File: config.mk
export PLATFORM = sky130hd
export DESIGN_NAME = nn_result_display
export DESIGN_NICKNAME = d
export VERILOG_FILES = /design/src/rtl/nn_display_pkg.sv /design/src/rtl/seg7_glyph.sv /design/src/rtl/nn_result_display.sv
export SDC_FILE = /design/constraint.sdc
export NUM_CORES = 1
export LEC_CHECK = 0
export BUFFER_PORTS_ARGS = -buffer_cell sky130_fd_sc_hd__buf_2
export CAP_MARGIN = 20
export CORE_MARGIN = 5
export CORE_UTILIZATION = 55
export CTS_CLUSTER_SIZE = 12
export DETAILED_ROUTE_END_ITERATION = 16
export PLACE_DENSITY = 0.71
export SLEW_MARGIN = 20
export SYNTH_ARGS = -nofsm -noshare
export SYNTH_HDL_FRONTEND = slang
export SYNTH_HIERARCHICAL = 1
export SYNTH_SLANG_ARGS = --single-unit
File: constraint.sdc
create_clock -name clk -period 10.7 [get_ports clk]
set_input_delay 0.535 -clock clk [delete_from_list [all_inputs] [get_ports clk]]
set_output_delay 0.535 -clock clk [all_outputs]
set_load 0.01 [all_outputs]
File: src/rtl/nn_display_pkg.sv
// Shared constants for the result display: segment glyphs, display modes and
// blink sequencer states. Segments are active-low, ordered {g,f,e,d,c,b,a}.
package nn_display_pkg;

  localparam logic [6:0] SEG_BLANK = 7'h7F;
  localparam logic [6:0] SEG_DASH  = 7'h3F;

  // Entry n holds the glyph for hex digit n (index 0 is the rightmost slot).
  localparam logic [15:0][6:0] HEX_GLYPH = {
    7'h0E, 7'h06, 7'h21, 7'h46,   // F E d C
    7'h03, 7'h08, 7'h10, 7'h00,   // b A 9 8
    7'h78, 7'h02, 7'h12, 7'h19,   // 7 6 5 4
    7'h30, 7'h24, 7'h79, 7'h40    // 3 2 1 0
  };

  typedef enum logic [1:0] {
    MODE_CLASS = 2'd0,
    MODE_SCORE = 2'd1,
    MODE_HIST  = 2'd2,
    MODE_OFF   = 2'd3
  } mode_e;

  typedef enum logic [1:0] {
    BLINK_IDLE = 2'd0,
    BLINK_DARK = 2'd1,
    BLINK_LIT  = 2'd2
  } blink_e;

endpackage

File: src/rtl/seg7_glyph.sv
// One seven-segment digit: hex glyph for a nibble, dash for an out-of-range
// class index, or blank.
module seg7_glyph
  import nn_display_pkg::*;
(
  input  logic [3:0] nibble,
  input  logic       is_class,
  input  logic [4:0] limit,
  input  logic       blank,
  output logic [6:0] glyph
);

  always_comb begin
    if (blank) begin
      glyph = SEG_BLANK;
    end else if (is_class && ({1'b0, nibble} >= limit)) begin
      glyph = SEG_DASH;
    end else begin
      glyph = HEX_GLYPH[nibble];
    end
  end

endmodule

File: src/rtl/nn_result_display.sv
// Captures network results into a history ring and drives NUM_DIGITS
// active-low seven-segment digits, with scrolling and a post-capture blink.
module nn_result_display
  import nn_display_pkg::*;
#(
  parameter int NUM_DIGITS    = 4,
  parameter int CLASS_W       = 4,
  parameter int SCORE_W       = 16,
  parameter int NUM_CLASSES   = 10,
  parameter int HIST_DEPTH    = 4,
  parameter int PHASE_CYCLES  = 12_500_000,
  parameter int BLINK_FLASHES = 3
) (
  input  logic                            clk,
  input  logic                            resetn,
  input  logic                            result_valid,
  input  logic [CLASS_W-1:0]              result_class,
  input  logic [SCORE_W-1:0]              result_score,
  input  logic [1:0]                      mode,
  input  logic                            scroll,
  output logic [7*NUM_DIGITS-1:0]         hex_out,
  output logic                            led_new,
  output logic [$clog2(HIST_DEPTH+1)-1:0] hist_count
);

  localparam int PTR_W        = $clog2(HIST_DEPTH);
  localparam int CNT_W        = $clog2(HIST_DEPTH + 1);
  localparam int PH_W         = (PHASE_CYCLES > 1) ? $clog2(PHASE_CYCLES) : 1;
  localparam int TG_W         = (BLINK_FLASHES > 0) ? $clog2(2 * BLINK_FLASHES) : 1;
  localparam int SCORE_DIGITS = (SCORE_W + 3) / 4;
  localparam logic       BLINK_EN    = (BLINK_FLASHES > 0);
  localparam logic [4:0] CLASS_LIMIT = (NUM_CLASSES >= 16) ? 5'd16 : 5'(NUM_CLASSES);
  localparam logic [PH_W-1:0] PHASE_LOAD = PH_W'(PHASE_CYCLES - 1);
  localparam logic [TG_W-1:0] TOG_LOAD   = (BLINK_FLASHES > 0) ? TG_W'(2 * BLINK_FLASHES - 1) : '0;

  logic [CLASS_W-1:0] hist_class [HIST_DEPTH];
  logic [SCORE_W-1:0] hist_score [HIST_DEPTH];
  logic [PTR_W-1:0]   wr_ptr;
  logic [PTR_W-1:0]   view;
  logic [CNT_W-1:0]   count_q;
  logic [CNT_W-1:0]   view_inc;

  blink_e          state_q, state_d;
  logic [PH_W-1:0] phase_q, phase_d;
  logic [TG_W-1:0] tog_q, tog_d;

  logic [3:0] nib    [NUM_DIGITS];
  logic       is_cls [NUM_DIGITS];
  logic [4:0] lim    [NUM_DIGITS];
  logic       blk    [NUM_DIGITS];
  logic [6:0] glyph_p0 [NUM_DIGITS];
  logic [7*NUM_DIGITS-1:0] hex_p0;

  function automatic logic [3:0] class_nib(input logic [CLASS_W-1:0] c);
    logic [CLASS_W+3:0] w;
    w = {4'b0000, c};
    return w[3:0];
  endfunction

  // Any class bits above the nibble push the digit to the dash glyph.
  function automatic logic [4:0] class_limit(input logic [CLASS_W-1:0] c);
    logic [CLASS_W+3:0] w;
    w = {4'b0000, c};
    return (w[CLASS_W+3:4] != '0) ? 5'd0 : CLASS_LIMIT;
  endfunction

  assign hist_count = count_q;
  assign view_inc   = CNT_W'(view) + CNT_W'(1);

  always_ff @(posedge clk) begin
    if (result_valid) begin
      hist_class[wr_ptr] <= result_class;
      hist_score[wr_ptr] <= result_score;
    end
  end

  // Capture outranks scroll and always snaps the view back to the newest entry.
  always_ff @(posedge clk or negedge resetn) begin
    if (!resetn) begin
      wr_ptr  <= '0;
      view    <= '0;
      count_q <= '0;
    end else if (result_valid) begin
      wr_ptr <= wr_ptr + PTR_W'(1);
      view   <= '0;
      if (count_q != CNT_W'(HIST_DEPTH)) begin
        count_q <= count_q + CNT_W'(1);
      end
    end else if (scroll && (count_q > CNT_W'(1))) begin
      view <= (view_inc >= count_q) ? '0 : PTR_W'(view_inc);
    end
  end

  always_ff @(posedge clk or negedge resetn) begin
    if (!resetn) begin
      state_q <= BLINK_IDLE;
      phase_q <= '0;
      tog_q   <= '0;
    end else begin
      state_q <= state_d;
      phase_q <= phase_d;
      tog_q   <= tog_d;
    end
  end

  always_comb begin
    state_d = state_q;
    phase_d = phase_q;
    tog_d   = tog_q;
    if (state_q == BLINK_DARK || state_q == BLINK_LIT) begin
      if (phase_q == '0) begin
        if (tog_q == '0) begin
          state_d = BLINK_IDLE;
        end else begin
          state_d = (state_q == BLINK_DARK) ? BLINK_LIT : BLINK_DARK;
          tog_d   = tog_q - TG_W'(1);
          phase_d = PHASE_LOAD;
        end
      end else begin
        phase_d = phase_q - PH_W'(1);
      end
    end
    if (result_valid && BLINK_EN) begin
      state_d = BLINK_DARK;
      phase_d = PHASE_LOAD;
      tog_d   = TOG_LOAD;
    end
  end

  // Stage p0: per-digit glyph selection from current state and mode.
  always_comb begin
    logic [PTR_W-1:0]        sel_idx;
    logic [PTR_W-1:0]        idx;
    logic [CLASS_W-1:0]      sel_class;
    logic [4*NUM_DIGITS-1:0] score_ext;
    sel_idx   = wr_ptr - PTR_W'(1) - view;
    idx       = '0;
    sel_class = hist_class[sel_idx];
    score_ext = '0;
    score_ext[SCORE_W-1:0] = hist_score[sel_idx];
    for (int i = 0; i < NUM_DIGITS; i++) begin
      nib[i]    = '0;
      is_cls[i] = 1'b0;
      lim[i]    = 5'd16;
      blk[i]    = 1'b1;
    end
    if (state_q != BLINK_DARK) begin
      case (mode_e'(mode))
        MODE_CLASS: begin
          if (count_q != '0) begin
            nib[0]    = class_nib(sel_class);
            is_cls[0] = 1'b1;
            lim[0]    = class_limit(sel_class);
            blk[0]    = 1'b0;
          end
        end
        MODE_SCORE: begin
          for (int i = 0; i < NUM_DIGITS; i++) begin
            nib[i] = score_ext[4*i +: 4];
            blk[i] = (count_q == '0) || (i >= SCORE_DIGITS);
          end
        end
        MODE_HIST: begin
          for (int i = 0; i < NUM_DIGITS; i++) begin
            if (i < int'(count_q)) begin
              idx       = wr_ptr - PTR_W'(1) - PTR_W'(i);
              nib[i]    = class_nib(hist_class[idx]);
              is_cls[i] = 1'b1;
              lim[i]    = class_limit(hist_class[idx]);
              blk[i]    = 1'b0;
            end
          end
        end
        default: ;
      endcase
    end
  end

  for (genvar g = 0; g < NUM_DIGITS; g++) begin : g_digit
    seg7_glyph u_glyph (
      .nibble   (nib[g]),
      .is_class (is_cls[g]),
      .limit    (lim[g]),
      .blank    (blk[g]),
      .glyph    (glyph_p0[g])
    );
  end

  always_comb begin
    hex_p0 = '1;
    for (int i = 0; i < NUM_DIGITS; i++) begin
      hex_p0[7*i +: 7] = glyph_p0[i];
    end
  end

  // Stage p1: registered digit drive and new-result indicator.
  always_ff @(posedge clk or negedge resetn) begin
    if (!resetn) begin
      hex_out <= '1;
      led_new <= 1'b0;
    end else begin
      hex_out <= hex_p0;
      led_new <= (state_q != BLINK_IDLE);
    end
  end

endmodule

# After elaboration in Yosys (flattened, before gate mapping)

Memories as Yosys holds them, arrays and structs flattened.
Cells that the tools add are included.

Add/sub/neg operators: 10
Divide/modulo/power cells: 0
Mux-type cells: 62
$lt $le $gt $ge: 14
Shift operators: 0
Equality and inequality tests: 8
Multiply operators: 0
Reductions and logical operators: 19
Bitwise logic cells: 0

Operators by type and width:

| kind                                               | count |
|---|---|
| 2-to-1 mux 24 bit                                  | 4 |
| 2-to-1 mux 7 bit                                   | 12 |
| 2-to-1 mux 4 bit                                   | 7 |
| 2-to-1 mux 5 bit                                   | 5 |
| zero test 24 bit                                   | 1 |
| case mux 12 bit (2 select lines)                   | 1 |
| subtractor 24 x 1 -> 24 bit, second input constant | 1 |
| greater-or-equal comparator 4 x 5 -> 1 bit         | 4 |
| < comparator 4 x 5 -> 1 bit, second input constant | 4 |
| 2-to-1 mux 20 bit                                  | 1 |
| 2-to-1 mux 16 bit                                  | 1 |
| 2-to-1 mux 2 bit                                   | 8 |
| 2-to-1 mux 15 bit                                  | 1 |
| 2-to-1 mux 3 bit                                   | 5 |
| 2-to-1 mux 1 bit                                   | 12 |
| case mux 4 bit (3 select lines)                    | 1 |
| case mux 5 bit (2 select lines)                    | 1 |
| nonzero test 2 bit                                 | 4 |
| zero test 3 bit                                    | 2 |
| < comparator 1 x 3 -> 1 bit, first input constant  | 2 |
| < comparator 2 x 3 -> 1 bit, first input constant  | 2 |
| inequality test 3 bit, second input constant       | 2 |
| case mux 3 bit (2 select lines)                    | 1 |
| AND reduction 2 bit                                | 3 |
| other kinds (20)                                   | 28 |

Register bits: 65
Bits in latches: 0
Bits in read-only memories: 448
Output and inout port bits: 32
Memories: 6
Bits in writable memories: 80

Memory list:

| name             | words | bits a word | read ports | clocked after memory_dff | wr ports | RTL line                | source |
|---|---|---|---|---|---|---|---|
| (name not given) | 16    | 7           | 1          | 0                        | 0        | seg7_glyph.sv:19        | `glyph = HEX_GLYPH[nibble];` |
| (name not given) | 16    | 7           | 1          | 0                        | 0        | seg7_glyph.sv:19        |  |
| (name not given) | 16    | 7           | 1          | 0                        | 0        | seg7_glyph.sv:19        |  |
| (name not given) | 16    | 7           | 1          | 0                        | 0        | seg7_glyph.sv:19        |  |
| hist_score       | 4     | 16          | 1          | 0                        | 1        | nn_result_display.sv:37 | `logic [SCORE_W-1:0] hist_score [HIST_DEPTH];` |
| hist_class       | 4     | 4           | 5          | 0                        | 1        | nn_result_display.sv:36 | `logic [CLASS_W-1:0] hist_class [HIST_DEPTH];` |

# Depth between registers and ports, before layout

An unclocked memory read counts as a cell.

Word-level depth: 10
Mapped depth: 17
Depth with buffers taken out: 13

# By module

The synthesis kept the hierarchy.

Modules (own cells, without submodules):

| module            | area each (µm²) | instances | cells each | sequential area each (µm²) |
|---|---|---|---|---|
| nn_result_display | 7020.5          | 1         | 572        | 4063.9 |
| seg7_glyph        | 412.9           | 4         | 54         | 0.0 |

# Worst setup path after synthesis

OpenSTA, ideal clock, no wires.

Kind: register to register
Start point: register wr_ptr[0]
End point: register hex_out[18]
Required time: 10.606 ns
Data arrival time: 3.743 ns
Cell stages (with the launch flop): 16
Setup slack: 6.863 ns
Cells stage by stage: dfrtp_1 -> buf_2 -> clkbuf_1 -> inv_1 -> ha_1 -> buf_4 -> xor3_1 -> buf_4 -> nand2_1 -> a21oi_1 -> or3_1 -> ha_1 -> a21oi_1 -> o21ai_2 -> a31oi_4 -> o311ai_1

RTL lines:

| element                  | RTL line                 | source |
|---|---|---|
| start: declaration       | nn_result_display.sv:38  | `logic [PTR_W-1:0] wr_ptr;` |
| start signal: assignment | nn_result_display.sv:84  | `wr_ptr <= wr_ptr + PTR_W'(1);` |
| end signal: assignment   | nn_result_display.sv:202 | `hex_out <= hex_p0;` |
| end: declaration         | nn_result_display.sv:21  | `output logic [7*NUM_DIGITS-1:0] hex_out,` |

==> flow_metrics.tcl <==
set metrics [dict create \
    htree_levels 4 \
    hold_violations 0 \
    synth_compound_area_frac 0.162 \
    rsz0062_at_grt "false" \
    portBuffers 57 \
    critPathRequiredTime_ps 11020 \
    async_flop_share 0.448 \
    post_drt_wl_per_cell_um 17.5 \
    synth_top_family_by_area "simple AND/OR/NAND/NOR gates" \
    path_common_cell "ha_1" \
    antenna_found_initial 0 \
    drc 0 \
    p_leak_uw 0.00347 \
    synth_xor_area_frac 0.00981 \
    hold_path_class "input pin to asynchronous set/reset pin" \
    drive_above_1_share 0.212 \
    power_density_nw_per_um2 206 \
    mappedNetlistArea_um2 8670 \
    syn_area_per_cell_um2 11.0 \
    post_dp_cell_area_um2 9090 \
    detail_route.vias_per_cell 5.82 \
    synth_most_common_cell "nand2_1" \
    grt_max_degree 66 \
    final_antenna_net_count 0 \
    yosys.area_share.simple 0.164 \
    status "finished clean" \
    dr.pass1.iters 7 \
    synth_seq_cells 145 \
    gp_congestion 0.779 \
    die_area_um2 18400 \
    cp-end-kind "register" \
    area_growth_pct 11.7 \
    synthMuxAreaShare 0.0631 \
    tightest_slew_ps 1120 \
    totalWireLength_mm 18.7 \
    via_count 6220 \
    die_w_um 136 \
    start_kind "register" \
    grt_pass1_vias 6122 \
    fp.dieH_um 136 \
    period_share 0.506 \
    yosysWarningCount 6 \
    yosysTopAreaCell "edfxtp_1" \
    dp_hpwl_mm 13.0 \
    critical_path.max_stage_delay_ps 990 \
    design_area_um2 9690 \
    track_usage 0.210 \
    max_freq_mhz 185 \
    synth-adder-area-share 0.0880 \
    finalCriticalPeriod_ps 5410 \
    grt-ovfl-total 0 \
    hold_buffers 0 \
    drt_iter0_drc 537 \
    ys_seq_area_frac 0.469 \
    core-area_um2 15700 \
    reg2reg_depth 13 \
    rows 46 \
    numCtsBuffers 17 \
    cts_tree "built" \
    slew_headroom 0.251 \
    fin_util 0.619 \
    grt_pass1_wl_mm 30.5 \
    crit_slowest_cell "dfrtp_1" \
    fin_skew_ps 11.8 \
    finalPower_uw 2000 \
    crit_type "register to register" \
    layout.nets 927 \
    start_util 0.554 \
    cts.clk_slew.worst_paths_ps 70 \
    clock-sinks 145 \
    root_buffer "clkbuf_16" \
    finalSetupViolCount 0 \
    synthTopCellsByCount "nand2_1 (105), edfxtp_1 (80), ha_1 (61)" \
    yosys.area.top_type_share 0.277 \
    insertedDiodeCount 0 \
    cts_setup_buffers 0 \
    synth_top_cells_by_area "edfxtp_1 (28%), dfrtp_1 (11%), ha_1 (8.8%)" \
    cp_max_fo 28 \
    maxSlewViolCount 0 \
    io_pins 58 \
    cts_resized 0 \
    synthCells 788 \
    synth_cell_type_count 72 \
    arrival_ps 5730 \
    clk_path_buf_depth 2 \
    final.setup.tns_ps 0 \
    synth-main-ff-cell "edfxtp_1" \
    max_cap_viol_count 0 \
    insertion_delay_ps 430 \
    ir_drop_uv 187 \
    synth_edf_count 80 \
    cp_cell_sequence "inv_1 -> ha_1 -> xor3_1 -> buf_4 -> nor2_1 -> o32ai_1 -> nand3_1 -> o2111ai_1 -> ha_1 -> a21oi_1 -> o21ai_2 -> a31oi_4 -> o311ai_1" \
]
==> metal layers <==
metal	routed length (µm)	GRT usage	vias up
li1	-	-	3017
met1	8160	0.280	3032
met2	9320	0.349	153
met3	961	0.0457	18
met4	220	0.0582	0
met5	0	0	-
==> worst max-delay path, delay by kind of cell, from the launching register on <==
kind,cells,cell delay (ps)
AND/OR/NAND/NOR,2,180
buffers and inverters,2,560
AO/OA/AOI/OAI,6,1280
adder cells (fa/ha/maj),2,1360
XOR/XNOR,1,930
flip-flops,1,990
==> logic make-up after synthesis <==
| family | after synthesis |
|---|---|
| flip-flops | 145 |
| adder cells (fa/ha/maj) | 61 |
| XOR/XNOR | 8 |
| multiplexers | 34 |
| buffers and inverters | 85 |
| AND/OR/NAND/NOR | 262 |
| other | 1 |
| AO/OA/AOI/OAI | 192 |
==> cells in the final DEF, fill, tap and decap left out, drive strengths merged, types with 5 or more instances in the layout <==
cell / netlist / routed
nand2: 105 / 105
edfxtp: 80 / 80
ha: 61 / 61
buf: 16 / 61
inv: 48 / 55
a21oi: 46 / 46
dfrtp: 37 / 37
o21ai: 34 / 34
dfstp: 28 / 28
o211ai: 25 / 25
nor2: 23 / 23
nand3: 23 / 23
nand2b: 23 / 23
clkbuf: 19 / 18
a21o: 17 / 17
mux4: 16 / 16
or3: 14 / 14
a31oi: 14 / 14
mux2i: 13 / 13
or4: 13 / 13
o31ai: 12 / 12
nor3: 11 / 11
nor2b: 11 / 11
a311o: 9 / 9
conb: 1 / 8
o311ai: 8 / 8
nor3b: 8 / 8
mux2: 5 / 5
and3: 5 / 5
nor4: 5 / 5
==> report_power, final <==
| part | total, µW | switching, µW | internal [µW] |
|---|---|---|---|
| Combinational | 664 | 396 | 268 |
| Sequential | 730 | 61.3 | 669 |
| Clock | 603 | 252 | 351 |
==> stage by stage <==
stage	cells	setup WS (ps)	hold slack [ps]
2_1_floorplan	795	6860	239
3_3_place_gp	1037	5510	496
3_5_place_dp	1037	5270	509
4_1_cts	1069	5240	304
5_1_grt	1069	4730	304
6_report	1069	5290	302
==> registers in the layout, summed over array words and instances, names as in the netlist <==
signal and count:
phase_q 24, hist_count 3, tog_q 3, hist_score 64, led_new 1, hex_out 28
hist_class 16, view 2, wr_ptr 2, state_q 2
==> cell type report <==
type / count / area (µm²)
clock buffers: 18 / 429
clock inverters: 14 / 168
fillers: 1251 / 5960
inverters: 50 / 188
multi-input cells: 565 / 4260
flip-flops and latches: 145 / 4060
well taps: 216 / 270
repair buffers: 61 / 315
==> final timing paths <==
kind | start | slack [ps] | to
worst max-delay path | wr_ptr[0] | 5290 | hex_out[5]
worst min-delay path | resetn | 300 | phase_q[14]
worst max register to register | wr_ptr[0] | 5290 | hex_out[5]
worst min register to register | tog_q[0] | 530 | tog_q[0]
max in group asynchronous | resetn | 9880 | tog_q[1]
min in group clk | result_score[6] | 320 | hist_score[1][6]
(Power assumes the default switching activity.)
